**src/rtl/clk_div_pkg.sv**
```systemverilog
// rtl/clk_div_pkg.sv - shared types, constants and helpers for the programmable clock divider
//
// Contents:
//   state_e   : per-channel run state (IDLE, RUN)
//   MIN_DIV   : smallest divisor a Load may carry
//   ceil_half : high-phase length for a divisor, ceil(n/2)
package clk_div_pkg;

  typedef enum logic [0:0] {
    IDLE = 1'b0,
    RUN  = 1'b1
  } state_e;

  localparam int unsigned MIN_DIV = 2;

  // High-phase length. An odd divisor gets the extra cycle in the high phase.
  function automatic logic [31:0] ceil_half(input logic [31:0] n);
    return (n >> 1) + {31'b0, n[0]};
  endfunction

endpackage

```
**src/rtl/clk_div_core.sv**
```systemverilog
// rtl/clk_div_core.sv - one channel of the programmable clock divider
//
// Ports:
//   i_clk    in   1      input clock, rising edge
//   i_rst_n  in   1      asynchronous active-low reset
//   i_enable in   1      run enable, honoured only at period boundaries
//   i_load   in   1      one-cycle divisor load strobe
//   i_div    in   WIDTH  divisor carried by i_load
//   o_clk    out  1      registered divided clock
//   o_tick   out  1      one-cycle pulse on each o_clk rising edge
//   o_pend   out  1      accepted divisor waiting for the next wrap
//   o_err    out  1      one-cycle pulse for a Load with divisor < 2
module clk_div_core
  import clk_div_pkg::*;
#(
  parameter int WIDTH       = 16,
  parameter int DEFAULT_DIV = 100
) (
  input  logic             i_clk,
  input  logic             i_rst_n,
  input  logic             i_enable,
  input  logic             i_load,
  input  logic [WIDTH-1:0] i_div,
  output logic             o_clk,
  output logic             o_tick,
  output logic             o_pend,
  output logic             o_err
);

  localparam logic [WIDTH-1:0] DEF_DIV_W = WIDTH'(DEFAULT_DIV);
  localparam logic [WIDTH-1:0] MIN_DIV_W = WIDTH'(MIN_DIV);
  localparam logic [WIDTH-1:0] ONE_W     = WIDTH'(1);

  state_e           r_state;
  logic [WIDTH-1:0] r_cnt;
  logic [WIDTH-1:0] r_div;       // active divisor N
  logic [WIDTH-1:0] r_pend_div;  // pending divisor P
  logic             r_pend;
  logic             r_clk;
  logic             r_tick;
  logic             r_err;

  logic             w_load_ok;
  logic             w_load_bad;
  logic             w_wrap;
  logic [WIDTH-1:0] w_half;
  logic [WIDTH-1:0] w_cnt_nxt;

  assign w_load_ok  = i_load && (i_div >= MIN_DIV_W);
  assign w_load_bad = i_load && (i_div <  MIN_DIV_W);
  assign w_wrap     = (r_cnt == (r_div - ONE_W));
  assign w_half     = WIDTH'(ceil_half(32'(r_div)));
  // Only used when cnt < N-1, so it cannot overflow.
  assign w_cnt_nxt  = r_cnt + ONE_W;

  always_ff @(posedge i_clk or negedge i_rst_n) begin
    if (!i_rst_n) begin
      r_state    <= IDLE;
      r_cnt      <= '0;
      r_div      <= DEF_DIV_W;
      r_pend_div <= DEF_DIV_W;
      r_pend     <= 1'b0;
      r_clk      <= 1'b0;
      r_tick     <= 1'b0;
      r_err      <= 1'b0;
    end else begin
      r_err  <= w_load_bad;
      r_tick <= 1'b0;

      if (r_state == IDLE) begin
        r_cnt <= '0;
        r_clk <= 1'b0;
        // Nothing is running, so a legal Load can replace N straight away.
        // A Load also supersedes any divisor left pending from the last run.
        if (w_load_ok) begin
          r_div  <= i_div;
          r_pend <= 1'b0;
        end else if (i_enable && r_pend) begin
          r_div  <= r_pend_div;
          r_pend <= 1'b0;
        end
        if (i_enable) begin
          r_state <= RUN;
          r_clk   <= 1'b1;
          r_tick  <= 1'b1;
        end
      end else begin
        if (!w_wrap) begin
          r_cnt <= w_cnt_nxt;
          r_clk <= (w_cnt_nxt < w_half);
        end else if (i_enable) begin
          r_cnt  <= '0;
          r_clk  <= 1'b1;
          r_tick <= 1'b1;
          if (r_pend) begin
            r_div  <= r_pend_div;
            r_pend <= 1'b0;
          end
        end else begin
          // The low phase has just finished, so stopping here never
          // truncates a pulse.
          r_state <= IDLE;
          r_cnt   <= '0;
          r_clk   <= 1'b0;
        end
        // Placed after the wrap handling so a Load on the wrap edge keeps
        // Pend set: the wrap consumed the old P, the new value waits.
        if (w_load_ok) begin
          r_pend_div <= i_div;
          r_pend     <= 1'b1;
        end
      end
    end
  end

  assign o_clk  = r_clk;
  assign o_tick = r_tick;
  assign o_pend = r_pend;
  assign o_err  = r_err;

endmodule

```
**src/rtl/clk_div_prog.sv**
```systemverilog
// rtl/clk_div_prog.sv - multi-channel programmable clock divider top
//
// Ports:
//   i_clk_in   in   1           input clock, rising edge
//   i_rst_n    in   1           asynchronous active-low reset
//   i_enable   in   N_CH        per-channel run enable
//   i_load     in   N_CH        per-channel one-cycle load strobe
//   i_div_in   in   N_CH*WIDTH  packed divisors, channel i at [i*WIDTH +: WIDTH]
//   o_clk_out  out  N_CH        registered divided clocks
//   o_tick     out  N_CH        one-cycle pulse on each o_clk_out rising edge
//   o_pend     out  N_CH        divisor pending for the next wrap
//   o_err      out  N_CH        one-cycle pulse for an illegal divisor load
module clk_div_prog #(
  parameter int N_CH        = 2,
  parameter int WIDTH       = 16,
  parameter int DEFAULT_DIV = 100
) (
  input  logic                  i_clk_in,
  input  logic                  i_rst_n,
  input  logic [N_CH-1:0]       i_enable,
  input  logic [N_CH-1:0]       i_load,
  input  logic [N_CH*WIDTH-1:0] i_div_in,
  output logic [N_CH-1:0]       o_clk_out,
  output logic [N_CH-1:0]       o_tick,
  output logic [N_CH-1:0]       o_pend,
  output logic [N_CH-1:0]       o_err
);

  for (genvar g = 0; g < N_CH; g++) begin : g_ch
    clk_div_core #(
      .WIDTH       (WIDTH),
      .DEFAULT_DIV (DEFAULT_DIV)
    ) u_core (
      .i_clk    (i_clk_in),
      .i_rst_n  (i_rst_n),
      .i_enable (i_enable[g]),
      .i_load   (i_load[g]),
      .i_div    (i_div_in[g*WIDTH +: WIDTH]),
      .o_clk    (o_clk_out[g]),
      .o_tick   (o_tick[g]),
      .o_pend   (o_pend[g]),
      .o_err    (o_err[g])
    );
  end

endmodule
```
**config.mk**
```make
export PLATFORM = sky130hd
export DESIGN_NAME = clk_div_prog
export DESIGN_NICKNAME = d
export VERILOG_FILES = /design/src/rtl/clk_div_pkg.sv /design/src/rtl/clk_div_core.sv /design/src/rtl/clk_div_prog.sv
export SDC_FILE = /design/constraint.sdc
export NUM_CORES = 1
export LEC_CHECK = 0
export ABC_AREA = 1
export CAP_MARGIN = 20
export CORE_MARGIN = 3
export CORE_UTILIZATION = 49
export DETAILED_ROUTE_END_ITERATION = 16
export HOLD_SLACK_MARGIN = 0.08
export PLACE_DENSITY = 0.67
export SETUP_SLACK_MARGIN = 0.1
export SYNTH_ARGS = -nofsm -noshare
export SYNTH_HDL_FRONTEND = slang
export SYNTH_HIERARCHICAL = 1
export SYNTH_SLANG_ARGS = --single-unit
```
**constraint.sdc**
```tcl
create_clock -name i_clk_in -period 5.6 [get_ports i_clk_in]
set_input_delay 1.12 -clock i_clk_in [delete_from_list [all_inputs] [get_ports i_clk_in]]
set_output_delay 1.12 -clock i_clk_in [all_outputs]
set_load 0.01 [all_outputs]
```
**After elaboration in Yosys (flattened, before gate mapping)**

Index checks and enable logic that the tools add are counted.

- Bits in registers: 106
- Input bits: 38
- Output and inout port bits: 8
- Logic and storage cells: 96

- Add/subtract/negate cells: 6
- Order comparisons: 6
- Equality and inequality tests: 12
- Multiplexer cells: 42
- Reductions and logical operators: 14

Operator list:

| cell | number |
|---|---|
| 16-bit two-way mux | 16 |
| 15-bit by 1-bit adder with 16-bit output | 2 |
| 16-bit by 1-bit adder with 16-bit output (second input constant) | 2 |
| 16-bit == test | 2 |
| 16-bit by 2-bit >= comparator with 1-bit output (second input constant) | 2 |
| 16-bit less-than comparator | 2 |
| 16-bit by 2-bit less-than comparator with 1-bit output (second input constant) | 2 |
| 16-bit by 1-bit subtractor with 16-bit output (second input constant) | 2 |
| 1-bit two-way mux | 26 |
| 2-bit != test (second input constant) | 6 |
| 3-bit != test (second input constant) | 4 |
| 4-bit AND reduction | 2 |
| 1-bit logical AND | 6 |
| 3-bit AND reduction | 2 |
| 3-bit nonzero test | 2 |
| 2-bit AND reduction | 2 |

**Longest topological paths before layout**

Gate-level depths: netlist of run 1.

- Depth after elaboration: 5
- Gate-level depth with buffers: 20
- Depth with buffers taken out: 20

**Modules after synthesis**

The synthesis of run 1 kept the hierarchy.

Modules (own cells, without submodules):

| module | instances | cells an instance | area each (um^2) | seq. area each (um^2) |
|---|---|---|---|---|
| clk_div_core | 2 | 527 | 3756.1 | 1333.8 |

**Worst setup path before layout of run 1**

Ideal clock, no wire load.

- Kind: register to register
- Start: register g_ch[0].u_core.r_div[5]
- End: register g_ch[0].u_core.r_clk
- Setup time: 0.065 ns
- Arrival time: 2.459 ns
- Required time: 5.535 ns
- Slack: 3.076 ns
- Cell stages (with the launch flop): 16
- Buffers on the path: 1
- Cell sequence: dfstp_2 -> buf_6 -> inv_1 -> nor3_1 -> nand2_1 -> nor3_2 -> nand2_1 -> nor2_1 -> nand2_1 -> or3_1 -> ha_1 -> nand2_1 -> nor2_1 -> a211oi_1 -> nand4_1 -> nand2_1

- Cells in the longest elaborated chain, start to end: 4

Ends and longest elaborated chain:

| element | RTL line | source |
|---|---|---|
| start: declaration | clk_div_core.sv:36 | `logic [WIDTH-1:0] r_div;` |
| start signal: assignment | clk_div_core.sv:76 | `r_div <= i_div;` |
| start signal: assignment | clk_div_core.sv:79 | `r_div <= r_pend_div;` |
| start signal: assignment | clk_div_core.sv:96 | `r_div <= r_pend_div;` |
| 15-bit by 1-bit adder with 16-bit output or 16-bit by 1-bit subtractor with 16-bit output (tied branches) | clk_div_pkg.sv:18, clk_div_core.sv:51 |  |
| 16-bit less-than comparator or 16-bit == test (tied branches) | clk_div_core.sv:90, clk_div_core.sv:51 |  |
| 1-bit two-way mux * | clk_div_core.sv:88 | `if (!w_wrap) begin` |
| 1-bit two-way mux * | clk_div_core.sv:70 | `if (r_state == IDLE) begin` |
| end signal: assignment | clk_div_core.sv:90 | `r_clk <= (w_cnt_nxt < w_half);` |
| end: declaration | clk_div_core.sv:39 | `logic r_clk;` |

Every way passes the cells marked *; elsewhere a longest branch is shown, timed or not.
A chain may end at the register's enable or synchronous reset.

**Final worst setup path of run 1**

- Start: input i_div_in[15]
- End: register g_ch[0].u_core.r_div[14]

- Cells in the longest elaborated chain, start to end: 4

Ends and longest elaborated chain:

| element | RTL line | source |
|---|---|---|
| start: declaration | clk_div_prog.sv:22 | `input logic [N_CH*WIDTH-1:0] i_div_in,` |
| 16-bit by 2-bit >= comparator with 1-bit output * | clk_div_core.sv:49 | `assign w_load_ok = i_load && (i_div >= MIN_DIV_W);` |
| 1-bit logical AND * | clk_div_core.sv:49 |  |
| 3-bit nonzero test (no line) or 16-bit two-way mux (tied branches) | -- |  |
| 4-bit AND reduction (no line) or 16-bit two-way mux (tied branches) | -- |  |

Marked as above.

==> results of run 1 <==
worst paths after layout:
path | start | to | cells after the start
worst max-delay path | i_div_in[15] | g_ch[0].u_core/r_div[14] | 10
min in group asynchronous | i_rst_n | g_ch[0].u_core/r_pend_div[1] | 1
max in group asynchronous | i_rst_n | g_ch[1].u_core/r_div[6] | 2
worst max register to register | g_ch[1].u_core/r_div[0] | g_ch[1].u_core/o_clk | 15
worst min-delay path | g_ch[0].u_core/r_pend_div[7] | g_ch[0].u_core/r_pend_div[7] | 2
worst min register to register | g_ch[0].u_core/r_pend_div[7] | g_ch[0].u_core/r_pend_div[7] | 2
state kept, by name, indices dropped and copies added (netlist names):
name / cells
g_ch.u_core/r_div: 32
g_ch.u_core/o_err: 2
g_ch.u_core/o_pend: 2
g_ch.u_core/r_pend_div: 32
g_ch.u_core/r_state: 2
g_ch.u_core/r_cnt: 32
g_ch.u_core/o_tick: 2
g_ch.u_core/o_clk: 2
cells in the final DEF, fill, tap and decap left out, drive strengths merged:
| cell type | instances |
|---|---|
| nand2 | 308 |
| clkbuf | 10 |
| xnor2 | 28 |
| clkdlybuf4s50 | 44 |
| nor2 | 126 |
| nor3b | 2 |
| or3 | 2 |
| a31oi | 2 |
| xor2 | 48 |
| a211oi | 4 |
| nand3b | 14 |
| a21oi | 14 |
| bufinv | 1 |
| clkinv | 2 |
| o21ai | 84 |
| ha | 38 |
| dfstp | 12 |
| nor4 | 2 |
| inv | 149 |
| nor3 | 16 |
| dfrtp | 94 |
| buf | 2 |
| nand3 | 66 |
| nand4 | 10 |
final cells by class:
| type | instances | area [um2] | share of cell area (%) |
|---|---|---|---|
| Multi-Input combinational cell | 764 | 4064 | 49.04 |
| Sequential cell | 106 | 2668 | 32.19 |
| Inverter | 146 | 548.0 | 6.613 |
| Timing Repair Buffer | 46 | 455.4 | 5.496 |
| Clock buffer | 10 | 239.0 | 2.884 |
| Tap cell | 184 | 230.2 | 2.778 |
| Clock inverter | 6 | 82.58 | 0.9965 |
kinds of logic (layout without fill, tap and decap cells):
kind of cell	Yosys count	count (layout)	synth area share, %
fa+ha+maj	38	38	6.329
buf+inv	184	208	10.39
simple gates	546	546	31.71
xor+xnor	76	76	8.861
flops	106	106	35.51
compound gates	104	104	7.195
worst reg2reg max path, cell delays in order, from the launching register on:
cell and delay [ps]:
dfrtp_1 450, ha_1 210, nand3_1 130, nor3_1 360, nand2_1 180, nor3_2 190, nand2_1 90, nor2_1 90
nand2_1 100, or3_1 330, ha_1 290, nand2_1 90, nor2_1 50, a211oi_1 210, nand4_1 120, nand2_1 70
power by group:
| part | leakage [nW] | internal [mW] | switching, mW |
|---|---|---|---|
| logic | 2.84 | 0.0440 | 0.0601 |
| registers | 1.35 | 0.789 | 0.0110 |
| clock network | 0.160 | 0.371 | 0.314 |
| total | 4.34 | 1.20 | 0.386 |
per-layer routing:
layer / vias up / wire (um)
li1: 3326 / -
met1: 2755 / 8691
met2: 86 / 6072
met3: 6 / 559
met4: 0 / 121
met5: - / 0
==> results.toml, run 1 <==
[outcome]
status = "finished clean"

[routing]
vias = 6173
drt_pass1_iterations = 6
vias_per_cell = 4.891
wire_per_inst_um = 12.24
ant_nets = 0
drtIter0Drc = 397
drc = 0
drt_wl_total_mm = 15.45

[placement]
dp_cells = 1246
dp.final_hpwl_mm = 11.62
place_area_mm2 = 0.007965
gp_congestion = 0.8280
pre_cts_ws_ps = 1859
io_buffers = 45

[synthesis]
synth_common_cells = "nand2_1 (298), inv_1 (142), nor2_1 (106)"
ys.flop_type = "dfrtp_1"
synth_cell_types = 30
yosysTopAreaCellShare_pct = 31.31
seq_area_frac_synth_pct = 35.51
netlist_area_mm2 = 0.007512
syn_nets = 1130
syn_avg_cell_area_um2 = 7.127
syn_inst = 1054
yosysTopAreaCell = "dfrtp_1"
synthArstFlopShare_pct = 100.0
ys_ff_latch = 106
synth.most_common_cell = "nand2_1"
synth_edf_count = 0
synthTopCellsByArea = "dfrtp_1 (31%), nand2_1 (15%), inv_1 (7.1%)"
yosysWarnings = 6

[critical_path]
crit_fanout = 33
critPathRequiredTime_ps = 5850
crit_top_cell = "nand2_1"
reg2reg_slack_ps = 2580
crit_family = "simple AND/OR/NAND/NOR gates"
start_kind = "primary input"
path_cells = "clkdlybuf4s50_1 -> inv_1 -> nand4_1 -> nor2_1 -> a31oi_1 -> nand2_1 -> o21ai_2 -> nand2_4 -> nand2_1 -> nand2_1"
crit_type = "in -> reg"
critPathMaxStageDelay_ps = 600
end_kind = "register"
arrival_ps = 3630
cp_slowest_cell = "nand2_1"
cp_num_buf_inv = 2

[final_layout]
diodes = 0
instances_no_fill = 1262
drive_gt1_share_pct = 6.308
n_fill_cell = 1462
fin_util_pct = 56.17
final_area_mm2 = 0.008287
area_growth_pct = 10.31
num-nets-final = 1149

[pwr]
p_leak_nw = 4.341
total_power_mw = 1.590
vdd_drop_max_mv = 0.1719
p_per_area_mw_per_mm2 = 191.8

[sta]
fin_ws_ps = 2214
rsz0062_at_grt = "no"
fmax_mhz = 295.4
min_period_ps = 3386
fin_tns_setup_ps = 0
slew_viol_final = 0
worst_pin_slew_ps = 886.4
final-setup-viol-count = 0
period_share_pct = 60.46
hold_violations = 0
finalHoldWorstSlack_ps = 491.2
slew_headroom_pct = 40.76
fin_skew_ps = 13.29

[grt]
grt_use_met1_pct = 31.24
overflow = 0
grt_pass1_vias = 5501
busiest_layer = "met1"
grt_util_all_layers_pct = 19.40
antenna_found_initial = 0
use_met3_pct = 3.316
met2_usage_pct = 27.12
grt_pass1_wl_mm = 26.60
grt_max_degree = 64

[floorplanning]
core_area_mm2 = 0.01475
die_y_um = 129.8
io_pins = 46
die_area_mm2 = 0.01685
core.rowCount = 44
start_util_pct = 50.92
fp.dieW_um = 129.8

[clock_network]
cts_hold_buf = 0
root_buffer = "clkbuf_16"
numCtsBuffers = 9
cts_tree = "yes"
clkTransAtPathRegs_ps = 80
clock_sinks = 106
clk_path_buf_depth = 2
cts_resized = 0
cts_max_level = 3
clk_latency_ps = 350
post_cts.repair.setup_buffers = 0

[worst_hold_path]
min_path_type = "reg -> reg"

[run]
max_cap_violations = 0
(Power assumes the default switching activity.)
==> run 2, diff against run 1 <==
==> constraint.sdc (replaced) <==
create_clock -name i_clk_in -period 3.4 [get_ports i_clk_in]
set_input_delay 0.68 -clock i_clk_in [delete_from_list [all_inputs] [get_ports i_clk_in]]
set_output_delay 0.68 -clock i_clk_in [all_outputs]
set_load 0.01 [all_outputs]
==> run 2 against run 1 <==
  * Worst setup slack worse by 1700 ps
  * Die area is the same
  * Critical path depth up 5
  * Critical endpoint is now g_ch[1].u_core/o_clk
  * Clock power grew 46%
  * Final area did not move
==> results.toml, run 2 (synthesis gave the netlist of run 1 again) <==
[pwr]
p_int_mw = 1.887
p_per_area_mw_per_mm2 = 300.9
p_leak_nw = 4.341
vdd_drop_max_mv = 0.2158
power_switching_uw = 606.1
comb_power_share_pct = 7.0
seqPwrFrac_pct = 52.9
p_sw_share_pct = 24.31
power.share.clock_pct = 40.1

[final_layout]
mostFrequentLayoutCell = "nand2_1"
drive_gt1_share_pct = 6.470
top_regs = "g_ch.u_core/r_cnt: 32 flops, g_ch.u_core/r_div: 32 flops, g_ch.u_core/r_pend_div: 32 flops"
num-nets-final = 1153
diodes = 0
final_cell_mix = "nand2_1 (298), inv_1 (142), nor2_1 (106), dfrtp_1 (94), o21ai_0 (82)"
area_growth_pct = 10.31

[sta]
hold_violations = 0
slew_headroom_pct = 52.68
fin_ws_ps = 475.1
min_period_ps = 2925
final-setup-viol-count = 0
rsz0062_at_grt = "no"
fin_skew_ps = 11.59
fin_tns_setup_ps = 0
period_share_pct = 86.03
slew_viol_final = 0
fmax_mhz = 341.9
worst_pin_slew_ps = 709.8

[clock_network]
cts_max_level = 3
cts_resized = 0
cts_hold_buf = 0
root_buffer = "clkbuf_16"
clock_sinks = 106
clkTransAtPathRegs_ps = 80
clk_latency_ps = 360
post_cts.repair.setup_buffers = 0
clk_path_buf_depth = 2
cts_tree = "yes"
numCtsBuffers = 9

[critical_path]
crit_family = "simple AND/OR/NAND/NOR gates"
crit_type = "reg -> reg"
path_cells = "ha_1 -> nand3_1 -> nor3_1 -> nand2_1 -> nor3_2 -> nand2_1 -> nor2_1 -> nand2_1 -> or3_1 -> ha_1 -> nand2_1 -> nor2_1 -> a211oi_1 -> nand4_1 -> nand2_1"
reg2reg_slack_ps = 480
crit_fanout = 5
crit_top_cell = "nand2_1"
start_kind = "register"
critPathRequiredTime_ps = 3690
r2r_cells = 15
r2r_end = "g_ch[1].u_core/o_clk"
end_kind = "register"
arrival_ps = 3210
cp_slowest_cell = "dfrtp_1"
r2r_start = "g_ch[1].u_core/r_div[0]"
critPathMaxStageDelay_ps = 450
cp_num_buf_inv = 0

[worst_hold_path]
min_path_type = "in -> async"

[run]
max_cap_violations = 0

[grt]
grt_pass1_vias = 5581
overflow = 0
busiest_layer = "met1"
grt_pass1_wl_mm = 26.63
grt_util_all_layers_pct = 19.40
grt_max_degree = 56
grt_use_met1_pct = 31.23
antenna_found_initial = 0
use_met3_pct = 3.193
met2_usage_pct = 26.93

[routing]
vias_per_cell = 4.891
drt_pass1_iterations = 7
drt_wl_total_mm = 15.23
drtIter0Drc = 460
wire_per_inst_um = 12.03
vias = 6192
drc = 0
ant_nets = 0

[placement]
io_buffers = 45
dp.final_hpwl_mm = 11.77
gp_congestion = 0.8369
pre_cts_ws_ps = 462.5

[floorplanning]
die_y_um = 129.8
core_area_mm2 = 0.01475
core.rowCount = 44
die_area_mm2 = 0.01685
io_pins = 46
start_util_pct = 50.92
fp.dieW_um = 129.8

[outcome]
status = "finished clean"
## run 2: changes by cell type in the layout (fill, tap and decap cells not counted)
cell,delta
clkinv_2,-1
bufinv_16,-1
clkinv_4,+2
inv_6,+1
clkinv_8,-1
clkbuf_1,+2
inv_8,-1
buf_12,+1
buf_4,+3
clkbuf_8,-1
## run 2: layout make-up
class                      count  area [um2]
inverter                     146       548.0
clock buffer                  11       232.7
multi-input combinational    764        4064
clock inverter                 5       46.29
sequential                   106        2668
timing repair buffer          50       498.0
tap                          184       230.2
fill                        1435        6467
## run 2: worst reg2reg max path, delay by kind of cell (launching register included)
family | cells | cell delay [ps]
and+or+nand+nor | 12 | 1720
adders and majority gates | 2 | 530
DFF | 1 | 450
AOI/OAI and AO/OA | 1 | 170
## run 2: worst max path at each step
stage / endpoint / from / cells after the start / slack [ps]
after detailed placement: g_ch[0].u_core/o_clk / g_ch[0].u_core/r_div[0] / 15 / 460
after CTS: g_ch[0].u_core/o_clk / g_ch[0].u_core/r_div[0] / 15 / 450
after global placement: g_ch[0].u_core/o_clk / g_ch[0].u_core/r_div[0] / 15 / 440
after floorplan: g_ch[0].u_core/o_clk / g_ch[0].u_core/r_div[5] / 15 / 880
after global routing: g_ch[0].u_core/o_clk / g_ch[0].u_core/r_div[0] / 16 / 150
final: g_ch[1].u_core/o_clk / g_ch[1].u_core/r_div[0] / 15 / 480
## run 2: per-stage QoR
stage	util, %	std cells	hold WS (ps)	instance area (um2)	total power [mW]
floorplan	-	1054	384.4	7512	1.420
global placement	54.27	1250	465.2	8008	1.519
detailed placement	54.27	1250	473.9	8008	1.520
CTS	56.17	1266	399.2	8287	2.531
global route	56.17	1266	413.5	8287	2.606
finish	56.17	1266	364.9	8287	2.493
## run 2: power groups by stage
stage          Sequential, mW  Clock [mW]  Combinational, mW
3_5_place_dp             1.34           0              0.178
4_1_cts                  1.32        1.03              0.179
5_1_grt                  1.32        1.08              0.204
3_3_place_gp             1.34           0              0.177
2_1_floorplan            1.34           0             0.0806
6_report                 1.32        1.00              0.175
## run 2: layer usage
metal	vias up	part of all wire, %
met5	-	0
met4	0	1.3
met3	15	4.2
met2	110	40
met1	2733	55
li1	3334	-
==> run 3, diff against run 2 <==
--- a/config.mk
+++ b/config.mk
@@ -7,7 +7,6 @@
 export LEC_CHECK = 0
 export ABC_AREA = 1
 export CAP_MARGIN = 20
-export CORE_MARGIN = 3
 export CORE_UTILIZATION = 49
 export DETAILED_ROUTE_END_ITERATION = 16
 export HOLD_SLACK_MARGIN = 0.08
==> constraint.sdc (replaced) <==
create_clock -name i_clk_in -period 3.6 [get_ports i_clk_in]
set_input_delay 0.72 -clock i_clk_in [delete_from_list [all_inputs] [get_ports i_clk_in]]
set_output_delay 0.72 -clock i_clk_in [all_outputs]
set_load 0.01 [all_outputs]
==> run 3 against run 2 <==
  * Power down 4.1%
  * Via count fell by 0.37%
  * Routed wire length is 1.3% higher
  * Critical path depth is the same
  * Cell count unchanged
  * Sequential share of layout area hardly changed
  * Utilization about the same
  * Largest power group unchanged
==> results.toml, run 3 (synthesis gave the netlist of run 1 again) <==
[outcome]
status = "finished clean"

[placement]
place_area_mm2 = 0.008008
dp.final_hpwl_mm = 11.70
gp_congestion = 0.8490
io_buffers = 45
pre_cts_ws_ps = 787.7
dp_cells = 1250

[clock_network]
numCtsBuffers = 9
clkTransAtPathRegs_ps = 80
post_cts.repair.setup_buffers = 0
clk_path_buf_depth = 2
clock_sinks = 106
cts_hold_buf = 0
cts_max_level = 3
clk_latency_ps = 360
cts_tree = "yes"
root_buffer = "clkbuf_16"
cts_resized = 0

[grt]
grt_max_degree = 63
grt_pass1_wl_mm = 27.21
antenna_found_initial = 0
overflow = 0
grt_util_all_layers_pct = 21.20
grt_pass1_vias = 5677

[floorplanning]
core.rowCount = 44
die_area_mm2 = 0.01583
die_y_um = 125.8
fp.dieW_um = 125.8
io_pins = 46
core_area_mm2 = 0.01475
start_util_pct = 50.92

[critical_path]
arrival_ps = 3120
critPathRequiredTime_ps = 3890
r2r_start = "g_ch[0].u_core/r_div[0]"
end_kind = "register"
crit_fanout = 5
start_kind = "register"
reg2reg_slack_ps = 770
crit_type = "reg -> reg"
startpoint = "g_ch[0].u_core/r_div[0]"

[final_layout]
multi_input_area_mm2 = 0.004064
drive_gt1_share_pct = 6.562
final_area_mm2 = 0.008293
mostFrequentLayoutCell = "nand2_1"
n_fill_cell = 1432
fin_util_pct = 56.21
instances_no_fill = 1266
final_cell_mix = "nand2_1 (298), inv_1 (142), nor2_1 (106), dfrtp_1 (94), o21ai_0 (82)"
area_growth_pct = 10.39
top_regs = "g_ch.u_core/r_cnt: 32 flops, g_ch.u_core/r_div: 32 flops, g_ch.u_core/r_pend_div: 32 flops"
num-nets-final = 1153
diodes = 0
seq_area_mm2 = 0.002668

[pwr]
p_leak_nw = 4.347
total_power_mw = 2.390
vdd_drop_max_mv = 0.2252
p_per_area_mw_per_mm2 = 288.2

[sta]
slew_headroom_pct = 46.48
period_share_pct = 78.49
min_period_ps = 2826
final-setup-viol-count = 0
worst_pin_slew_ps = 802.8
fin_ws_ps = 774.2
rsz0062_at_grt = "no"
finalHoldWorstSlack_ps = 436.5
fin_tns_setup_ps = 0
fmax_mhz = 353.9
hold_violations = 0
slew_viol_final = 0
fin_skew_ps = 7.294

[routing]
vias_per_cell = 4.873
dr_wl_met3_um = 477
drt_pass1_iterations = 4
dr.max_layer_used = "met4"
wire_per_inst_um = 12.18
wl_met2_mm = 5.951
drtIter0Drc = 402
drc = 0
vias = 6169
drt_wl_total_mm = 15.43
wl_met1_mm = 8.795
ant_nets = 0

[run]
max_cap_violations = 0

[worst_hold_path]
min_path_type = "in -> async"
==> run 3: cell count changes in the layout (fill, tap and decap cells not counted), sizes merged <==
cell    delta
clkbuf     -1
inv        +1
==> run 3: report_power, final <==
group          switching [mW]  total, mW  internal [mW]  leakage [nW]
registers              0.0166       1.24           1.23          1.35
logic                  0.0932      0.165         0.0715          2.86
clock network           0.493      0.981          0.488         0.143
==> run 3: worst paths after layout <==
| kind | to | cells after the start |
|---|---|---|
| max reg2reg | g_ch[0].u_core/o_clk | 15 |
| min | g_ch[0].u_core/r_pend_div[4] | 1 |
| max | g_ch[0].u_core/o_clk | 15 |
| min in group i_clk_in | g_ch[1].u_core/r_pend_div[11] | 2 |
| min reg2reg | g_ch[1].u_core/r_pend_div[11] | 2 |
| max in group asynchronous | g_ch[1].u_core/r_pend_div[5] | 2 |
==> run 3: critical path, stage by stage (launching register included) <==
cell and delay [ps]:
dfrtp_1 430, ha_1 190, nand3_1 110, nor3_1 280, nand2_1 170, nor3_2 180, nand2_1 90, nor2_1 90
nand2_1 100, or3_1 320, ha_1 290, nand2_1 90, nor2_1 50, a211oi_1 190, nand4_1 120, nand2_1 60
==> run 3: metal layers <==
layer | vias up | track usage (%)
met5 | - | 0
met1 | 2740 | 33.60
met2 | 87 | 29.84
met4 | 0 | 6.378
met3 | 11 | 2.549
li1 | 3331 | -
==> run 3: final cells by class <==
cell class | count | share of cell area, %
clock inverters | 6 | 0.6789
repair buffers | 50 | 6.005
multi-input cells | 764 | 49.00
flip-flops and latches | 106 | 32.17
clock buffers | 10 | 2.761
inverters | 146 | 6.608
well taps | 184 | 2.776
